<file path="src/rtl/package_sorter_param_pkg.sv">
// Shared sorter types: default thresholds, FSM encoding
// and the weight-to-group classifier.
package pkg_sorter;

  localparam int MAX_TH = 8;

  localparam int unsigned DEF_THRESH [MAX_TH] = '{
    250, 500, 750, 1500, 2000, 2500, 3000, 3500
  };

  typedef enum logic [1:0] {
    IDLE,
    SETTLING,
    COUNTED
  } state_e;

  // Lowest matching index wins, so scan from the top down.
  function automatic int classify(
    input int unsigned w,
    input int unsigned th [MAX_TH],
    input int          n_grp
  );
    int g;
    g = n_grp;
    for (int k = MAX_TH; k >= 1; k--) begin
      if (k < n_grp && w <= th[k-1]) g = k;
    end
    if (w == 0) g = 0;
    return g;
  endfunction

endpackage

</file>
<file path="src/rtl/package_sorter_param_if.sv">
// Threshold programming bus between the host
// and the package sorter.
interface package_sorter_param_if #(
  parameter int W_WIDTH = 12,
  parameter int GRP_W   = 4
);
  logic               cfg_we;
  logic [GRP_W-1:0]   cfg_idx;
  logic [W_WIDTH-1:0] cfg_thresh;

  modport master (
    output cfg_we, cfg_idx, cfg_thresh
  );

  modport slave (
    input cfg_we, cfg_idx, cfg_thresh
  );
endinterface

</file>
<file path="src/rtl/package_sorter_param_grp_counter.sv">
// Per-group saturating package counter with
// clear and sticky saturation flag.
module sorter_grp_counter #(
  parameter int CNT_WIDTH = 8
) (
  input  logic                 clk,
  input  logic                 reset,
  input  logic                 clr,
  input  logic                 inc,
  output logic [CNT_WIDTH-1:0] cnt,
  output logic                 sat
);

  logic [CNT_WIDTH-1:0] cnt_q, cnt_d, base;
  logic                 sat_q, sat_d;

  // Clear lands first so a same-cycle count reads 1.
  always_comb begin
    base  = clr ? '0 : cnt_q;
    sat_d = clr ? 1'b0 : sat_q;
    cnt_d = base;
    if (inc) begin
      if (&base) sat_d = 1'b1;
      else       cnt_d = base + CNT_WIDTH'(1);
    end
  end

  always_ff @(posedge clk) begin
    if (reset) begin
      cnt_q <= '0;
      sat_q <= 1'b0;
    end else begin
      cnt_q <= cnt_d;
      sat_q <= sat_d;
    end
  end

  assign cnt = cnt_q;
  assign sat = sat_q;

endmodule

</file>
<file path="src/rtl/package_sorter_param.sv">
// Package sorter: classifies a settled scale weight
// into programmable groups and counts each package once.
module package_sorter_param
  import pkg_sorter::*;
#(
  parameter int W_WIDTH   = 12,
  parameter int NUM_GRP   = 6,
  parameter int CNT_WIDTH = 8,
  parameter int SETTLE    = 2,
  parameter int GRP_W     = 4
) (
  input  logic                         clk,
  input  logic                         reset,
  input  logic [W_WIDTH-1:0]           weight,
  package_sorter_param_if.slave        cfg,
  input  logic                         clear_counts,
  output logic [GRP_W-1:0]             current_grp,
  output logic                         count_evt,
  output logic [GRP_W-1:0]             count_grp,
  output logic [NUM_GRP*CNT_WIDTH-1:0] grp_count,
  output logic [NUM_GRP-1:0]           grp_sat
);

  localparam int NTH  = NUM_GRP - 1;
  localparam int SC_W = $clog2(SETTLE + 1);

  logic [W_WIDTH-1:0] thresh_q [NTH];
  logic [W_WIDTH-1:0] thresh_d [NTH];
  int unsigned        th_ext [MAX_TH];
  logic [GRP_W-1:0]   cls;

  state_e           state_q, state_d;
  logic [GRP_W-1:0] stab_grp_q, stab_grp_d;
  logic [SC_W-1:0]  stab_cnt_q, stab_cnt_d;
  logic [GRP_W-1:0] cur_grp_q, cur_grp_d;
  logic             evt_q, evt_d;
  logic [GRP_W-1:0] evt_grp_q, evt_grp_d;
  logic             do_cnt;
  logic [GRP_W-1:0] cnt_sel;
  logic [NUM_GRP-1:0] inc;

  always_comb begin
    for (int i = 0; i < MAX_TH; i++) th_ext[i] = '0;
    for (int i = 0; i < NTH; i++)
      th_ext[i] = 32'(thresh_q[i]);
    cls = GRP_W'(classify(32'(weight), th_ext, NUM_GRP));
  end

  // Out-of-range indices match no slot and are dropped.
  always_comb begin
    thresh_d = thresh_q;
    for (int i = 0; i < NTH; i++) begin
      if (cfg.cfg_we && cfg.cfg_idx == GRP_W'(i))
        thresh_d[i] = cfg.cfg_thresh;
    end
  end

  always_comb begin
    state_d    = state_q;
    stab_grp_d = stab_grp_q;
    stab_cnt_d = stab_cnt_q;
    do_cnt     = 1'b0;
    cnt_sel    = '0;
    unique case (state_q)
      IDLE: begin
        if (cls != '0) begin
          if (SETTLE == 1) begin
            do_cnt  = 1'b1;
            cnt_sel = cls;
            state_d = COUNTED;
          end else begin
            state_d    = SETTLING;
            stab_grp_d = cls;
            stab_cnt_d = SC_W'(1);
          end
        end
      end
      SETTLING: begin
        if (cls == '0) begin
          state_d = IDLE;
        end else if (cls != stab_grp_q) begin
          stab_grp_d = cls;
          stab_cnt_d = SC_W'(1);
        end else if (int'(stab_cnt_q) + 1 == SETTLE) begin
          do_cnt  = 1'b1;
          cnt_sel = stab_grp_q;
          state_d = COUNTED;
        end else begin
          stab_cnt_d = stab_cnt_q + SC_W'(1);
        end
      end
      COUNTED: begin
        if (cls == '0) state_d = IDLE;
      end
      default: state_d = IDLE;
    endcase
    cur_grp_d = cls;
    evt_d     = do_cnt;
    evt_grp_d = do_cnt ? cnt_sel : '0;
    for (int k = 0; k < NUM_GRP; k++)
      inc[k] = do_cnt && (cnt_sel == GRP_W'(k + 1));
  end

  always_ff @(posedge clk) begin
    if (reset) begin
      for (int i = 0; i < NTH; i++)
        thresh_q[i] <= W_WIDTH'(DEF_THRESH[i]);
      state_q    <= IDLE;
      stab_grp_q <= '0;
      stab_cnt_q <= '0;
      cur_grp_q  <= '0;
      evt_q      <= 1'b0;
      evt_grp_q  <= '0;
    end else begin
      thresh_q   <= thresh_d;
      state_q    <= state_d;
      stab_grp_q <= stab_grp_d;
      stab_cnt_q <= stab_cnt_d;
      cur_grp_q  <= cur_grp_d;
      evt_q      <= evt_d;
      evt_grp_q  <= evt_grp_d;
    end
  end

  for (genvar k = 0; k < NUM_GRP; k++) begin : g_cnt
    sorter_grp_counter #(
      .CNT_WIDTH (CNT_WIDTH)
    ) u_cnt (
      .clk   (clk),
      .reset (reset),
      .clr   (clear_counts),
      .inc   (inc[k]),
      .cnt   (grp_count[k*CNT_WIDTH +: CNT_WIDTH]),
      .sat   (grp_sat[k])
    );
  end

  assign current_grp = cur_grp_q;
  assign count_evt   = evt_q;
  assign count_grp   = evt_grp_q;

endmodule

</file>
<file path="src/flat_wrapper.sv">
// flat-port wrapper written by rule: the top's interface ports become plain ports
module package_sorter_param_flat import pkg_sorter::*;
#(
  parameter int W_WIDTH   = 12,
  parameter int NUM_GRP   = 6,
  parameter int CNT_WIDTH = 8,
  parameter int SETTLE    = 2,
  parameter int GRP_W     = 4
)
  (clk, reset, weight, clear_counts, current_grp, count_evt, count_grp, grp_count, grp_sat, cfg_cfg_we, cfg_cfg_idx, cfg_cfg_thresh);
  package_sorter_param_if #(.W_WIDTH(W_WIDTH), .GRP_W(GRP_W)) cfg_i ();
  input  logic clk;
  input  logic reset;
  input  logic [W_WIDTH-1:0] weight;
  input  logic clear_counts;
  output logic [GRP_W-1:0] current_grp;
  output logic count_evt;
  output logic [GRP_W-1:0] count_grp;
  output logic [NUM_GRP*CNT_WIDTH-1:0] grp_count;
  output logic [NUM_GRP-1:0] grp_sat;
  input wire logic [$bits(cfg_i.cfg_we)-1:0] cfg_cfg_we;
  input wire logic [$bits(cfg_i.cfg_idx)-1:0] cfg_cfg_idx;
  input wire logic [$bits(cfg_i.cfg_thresh)-1:0] cfg_cfg_thresh;
  assign cfg_i.cfg_we = cfg_cfg_we;
  assign cfg_i.cfg_idx = cfg_cfg_idx;
  assign cfg_i.cfg_thresh = cfg_cfg_thresh;
  package_sorter_param #(.W_WIDTH(W_WIDTH), .NUM_GRP(NUM_GRP), .CNT_WIDTH(CNT_WIDTH), .SETTLE(SETTLE), .GRP_W(GRP_W)) u_core (.clk(clk), .reset(reset), .weight(weight), .cfg(cfg_i), .clear_counts(clear_counts), .current_grp(current_grp), .count_evt(count_evt), .count_grp(count_grp), .grp_count(grp_count), .grp_sat(grp_sat));
endmodule
</file>
<file path="config.mk">
export PLATFORM = sky130hd
export DESIGN_NAME = package_sorter_param_flat
export DESIGN_NICKNAME = d
export VERILOG_FILES = /design/src/rtl/package_sorter_param_pkg.sv /design/src/rtl/package_sorter_param_if.sv /design/src/rtl/package_sorter_param_grp_counter.sv /design/src/rtl/package_sorter_param.sv /design/src/flat_wrapper.sv
export SDC_FILE = /design/constraint.sdc
export NUM_CORES = 1
export LEC_CHECK = 0
export ABC_AREA = 1
export BUFFER_PORTS_ARGS = -buffer_cell sky130_fd_sc_hd__buf_2
export CORE_ASPECT_RATIO = 1.2
export CORE_MARGIN = 4
export CORE_UTILIZATION = 53
export CTS_CLUSTER_DIAMETER = 100
export DETAILED_ROUTE_END_ITERATION = 7
export GPL_TIMING_DRIVEN = 0
export PLACE_DENSITY = 0.77
export SETUP_SLACK_MARGIN = 0.2
export SLEW_MARGIN = 25
export SYNTH_ARGS = -nofsm -noshare
export SYNTH_HDL_FRONTEND = slang
export SYNTH_SLANG_ARGS = --single-unit
</file>
<file path="constraint.sdc">
create_clock -name clk -period 2.45 [get_ports clk]
set_input_delay 0.49 -clock clk [delete_from_list [all_inputs] [get_ports clk]]
set_output_delay 0.49 -clock clk [all_outputs]
set_load 0.02 [all_outputs]
</file>
==> results by group <==
Critical path
  • R2R Path Start: u_core.th_ext[133]
  • Cell with the largest stage delay on the worst path: nor2_1
  • Critical path, cell by cell: buf_2 > clkbuf_2 > clkbuf_4 > nor2_1 > ha_1 > inv_1 > nor3_2 > nand3_2 > nor3_4 > inv_1 > nand3_1 > nand3_4 > a21oi_2
  • Largest fanout on the critical path: 10
  • Capture point of the worst reg-to-reg path: u_core.g_cnt[5].u_cnt.cnt[6]
  • Number of buffers and inverters on the critical path: 5
  • Register-to-register setup slack: -0.28 ns
  • Number of cells traversed by the worst register-to-register path: 20
  • Crit path largest cell delay: 0.37 ns
  • Crit path launch type: input pin
  • Crit-path leading delay family: simple AND/OR/NAND/NOR gates
  • Data arrival time of the critical path: 3.13 ns
  • Category of the most critical setup path: input pin to register
  • Required time reported for the critical path endpoint: 2.80 ns
  • Top cell by count, worst path: inv_1
  • Critical Path Sink Type: register

Global routing
  • GRT overflow: 0
  • Global-route wire length before repair: 35300 um
  • Number of antenna violations at the first check in global routing: 0
  • Number of global-route vias before repair: 7457
  • Pin count of the biggest net entering global routing: 17
  • GRT Resource Usage Total: 26.2%

Floorplanning
  • Width of the chip: 118 um
  • Height of the die: 140 um
  • Effective utilization at floorplan: 55.0%
  • Core region area: 0.0140 sq mm
  • Number of top-level pins: 95
  • Area of the die: 0.0165 sq mm
  • Standard-cell row count: 47

Synth
  • Mapped Cells: 1150
  • Top_reg_cell synth: dfxtp_1
  • Asr flop ratio synth: 0%
  • Synthesized flop and latch total: 128
  • Leading cell type by number of instances after synthesis: nand2_1
  • Mean instance size in the synthesized netlist: 6.69 sq um
  • Post-synthesis instance area: 0.00769 sq mm
  • Fraction of the yosys area taken by sequential cells: 33.3%
  • Synth cell count leaders: nand2_1, inv_1, dfxtp_1
  • Number of warnings reported in the yosys synthesis log: 0
  • Post-synth top area cell: dfxtp_1
  • Distinct cells, synth: 33
  • Cells taking the most area after synthesis: dfxtp_1, nand2_1, ha_1
  • Count of flip-flops with a built-in enable after synthesis: 0
  • Share of Yosys cell area claimed by the top area cell type: 33.3%

Timing
  • Min setup slack post-route: -0.329 ns
  • Pin slew with the least headroom to its limit: 1.15 ns
  • Number of max-slew violations in the final report: 0
  • Total setup violations reported at the end of the flow: 61
  • Hold Slack: 0.369 ns
  • Maximum clock rate: 360 MHz
  • Final critical-path required period: 2.78 ns
  • Final hold violation count: 0
  • Worst clock skew: 0.00771 ns
  • Final Cycle Share: 113%
  • Slew margin rel.: 22.8%
  • RSZ-0062 raised after global routing: true

Clocking
  • Clock-pin slew reported for the worst setup and hold paths after clock tree synthesis: 0.06 ns
  • Total clock buffers created by CTS: 17
  • H-tree lvl count: 4
  • Maximum root-to-sink buffer count: 2
  • Clock network latency to the later pin of the worst-skew pair: 0.43 ns
  • # hold bufs at CTS: 0
  • Clock sink total: 128
  • Root cell of the clock tree: clkbuf_16
  • TritonCTS clock tree: done

Job
  • Number of max-cap violations: 0

Power
  • Portion of total power attributed to sequential cells: 38.3%
  • Relative contribution of combinational cells to total power: 12.8%
  • Switching portion of total power: 25.2%
  • Switching Power: 1.41 mW
  • Maximum resistive drop on vdd: 448 uV
  • Leak pwr: 4.74 nW
  • Overall power of the completed layout: 5.61 mW
  • Power per cell area: 533 mW/mm^2
  • Clock group share of total power: 48.8%
  • Internal power component: 4.20 mW

Place
  • Placed instance area: 0.00857 sq mm
  • # port buffers: 91
  • Placed wire-length estimate: 15100 um
  • Weighted congestion at the end of routability-driven global placement: 0.922

Detailed routing
  • Initial DRT Pass Iterations: 8
  • Post-DR vias/cell: 5.66
  • Remaining design rule violation count: 1
  • Average wire length per cell after detail routing: 16.4 um
  • Final WL: 24200 um
  • Vias: 8314
  • DRC violation total after the first TritonRoute iteration: 830
  • DRT antenna net count: 0

Finish
  • Antenna Cells: 0
  • Final design instance area without fill: 0.0105 sq mm
  • Area growth from synthesis to layout: 37.0%
  • Number of nets in the final layout: 1387
  • Share of cells above drive strength 1: 31.3%

Hold path
  • Startpoint of the lowest-slack hold path: cfg_cfg_thresh[3]
  • Hold EP: u_core.th_ext[227]
  • Class of the tightest hold or removal check: input pin to register
  • Min-Delay Path Depth: 3

Outcome
  • Violated checks: DRC, setup timing
  • Outcome: finished with violations
## worst min-delay path: cells and delay by family
kind | cells | cell delay [ns]
AOI/OAI and AO/OA | 2 | 0.13
buffers and inverters | 1 | 0.14
## cell usage in the layout (no fill, tap or decap), types with 4 or more instances in the layout
cell type  instances
nand4_1            7
buf_2             92
inv_1            167
inv_2             19
a21o_1             4
buf_4             21
nor2_1            91
dfxtp_2           13
buf_6              9
or2_2             17
xor2_1             4
nand3_1           76
clkbuf_8           5
xnor2_1            4
o21ai_0           47
a21oi_1           82
nor2_4            13
ha_1              38
nor3_4             4
nand3_2           27
nand2_4           15
nand2_2           47
ha_4              29
clkbuf_1          25
nand2_8            6
nor2_2            12
o211ai_1          19
bufinv_16          4
buf_12             5
dfxtp_1          115
clkbuf_16         19
nand2_1          185
nor3_1            18
a21oi_2           29
## area by class of cell
class                           instances  area, sq um
Inverter                              190          728
Clock inverter                          5          125
Buffer                                 43          277
Tap cell                              171          214
Clock buffer                           25          505
Multi-Input combinational cell        791         5330
Sequential cell                       128         2580
Timing Repair Buffer                  117          776
Fill cell                            1025         3460
## power groups by stage
stage / clock, mW / sequential, mW / combinational (mW)
finish: 2.74 / 2.15 / 0.720
global route: 2.84 / 2.15 / 0.794
CTS: 2.75 / 2.15 / 0.614
detailed placement: 0 / 2.19 / 0.552
global placement: 0 / 2.19 / 0.541
floorplan: 0 / 2.19 / 0.362
## through the flow
step	util, %	cells	setup TNS [ns]	worst slack [ns]
after global placement	61.2	1413	-40.46	-0.796
final	75.3	1470	-13.37	-0.329
after detailed placement	61.2	1413	-43.04	-0.833
after global routing	75.3	1470	-23.69	-0.525
after CTS	68.9	1457	-10.42	-0.224
after floorplan	-	1151	-1.35	-0.0569
## routing by layer
| layer | share of wire (%) | track usage (%) | vias up |
|---|---|---|---|
| met5 | 0 | 0 | - |
| met4 | 3.7 | 11.9 | 0 |
| met3 | 7.3 | 4.56 | 88 |
| met2 | 52 | 47.8 | 389 |
| met1 | 37 | 29.8 | 3876 |
| li1 | - | - | 3961 |
## cell families (layout without fill, tap and decap cells)
kind of cell / after synthesis / after routing / synth area share, %
buf+inv: 233 / 380 / 12.0
simple gates: 528 / 529 / 29.9
xor+xnor: 8 / 8 / 0.911
compound gates: 185 / 185 / 12.9
fa+ha+maj: 67 / 67 / 10.9
flops: 128 / 128 / 33.3
other cells: 1 / 2 / 0.0488
## how the worst max path moves through the flow
| stage | startpoint | endpoint | slack, ns | cells past startpoint |
|---|---|---|---|---|
| after global routing | clear_counts | u_core.g_cnt[3].u_cnt.cnt[3] | -0.53 | 13 |
| after floorplan | weight[9] | u_core.g_cnt[1].u_cnt.cnt[5] | -0.06 | 19 |
| after detailed placement | clear_counts | u_core.g_cnt[5].u_cnt.cnt[1] | -0.83 | 14 |
| final | clear_counts | u_core.g_cnt[3].u_cnt.cnt[3] | -0.33 | 13 |
| after global placement | clear_counts | u_core.g_cnt[5].u_cnt.cnt[1] | -0.80 | 14 |
| after CTS | u_core.th_ext[234] | u_core.g_cnt[4].u_cnt.cnt[3] | -0.22 | 17 |
## flip-flops by register name, indices dropped and copies added, names as in the netlist
register                count
u_core.th_ext              60
u_core.g_cnt.u_cnt.cnt     48
u_core.g_cnt.u_cnt.sat      6
u_core.count_grp            3
u_core.current_grp          3
u_core.stab_grp_q           3
u_core.stab_cnt_q           2
u_core.state_q              2
u_core.count_evt            1
## what timing repair did
item                                   in CTS  in global routing
setup endpoints to repair                  65                 65
gates resized for setup                    82                183
gates cloned                                3                  3
buffers inserted                           11                 10
endpoints found under the hold margin       0                  0
pin swaps                                  31                 72
Power figures use the tool's default switching activity.
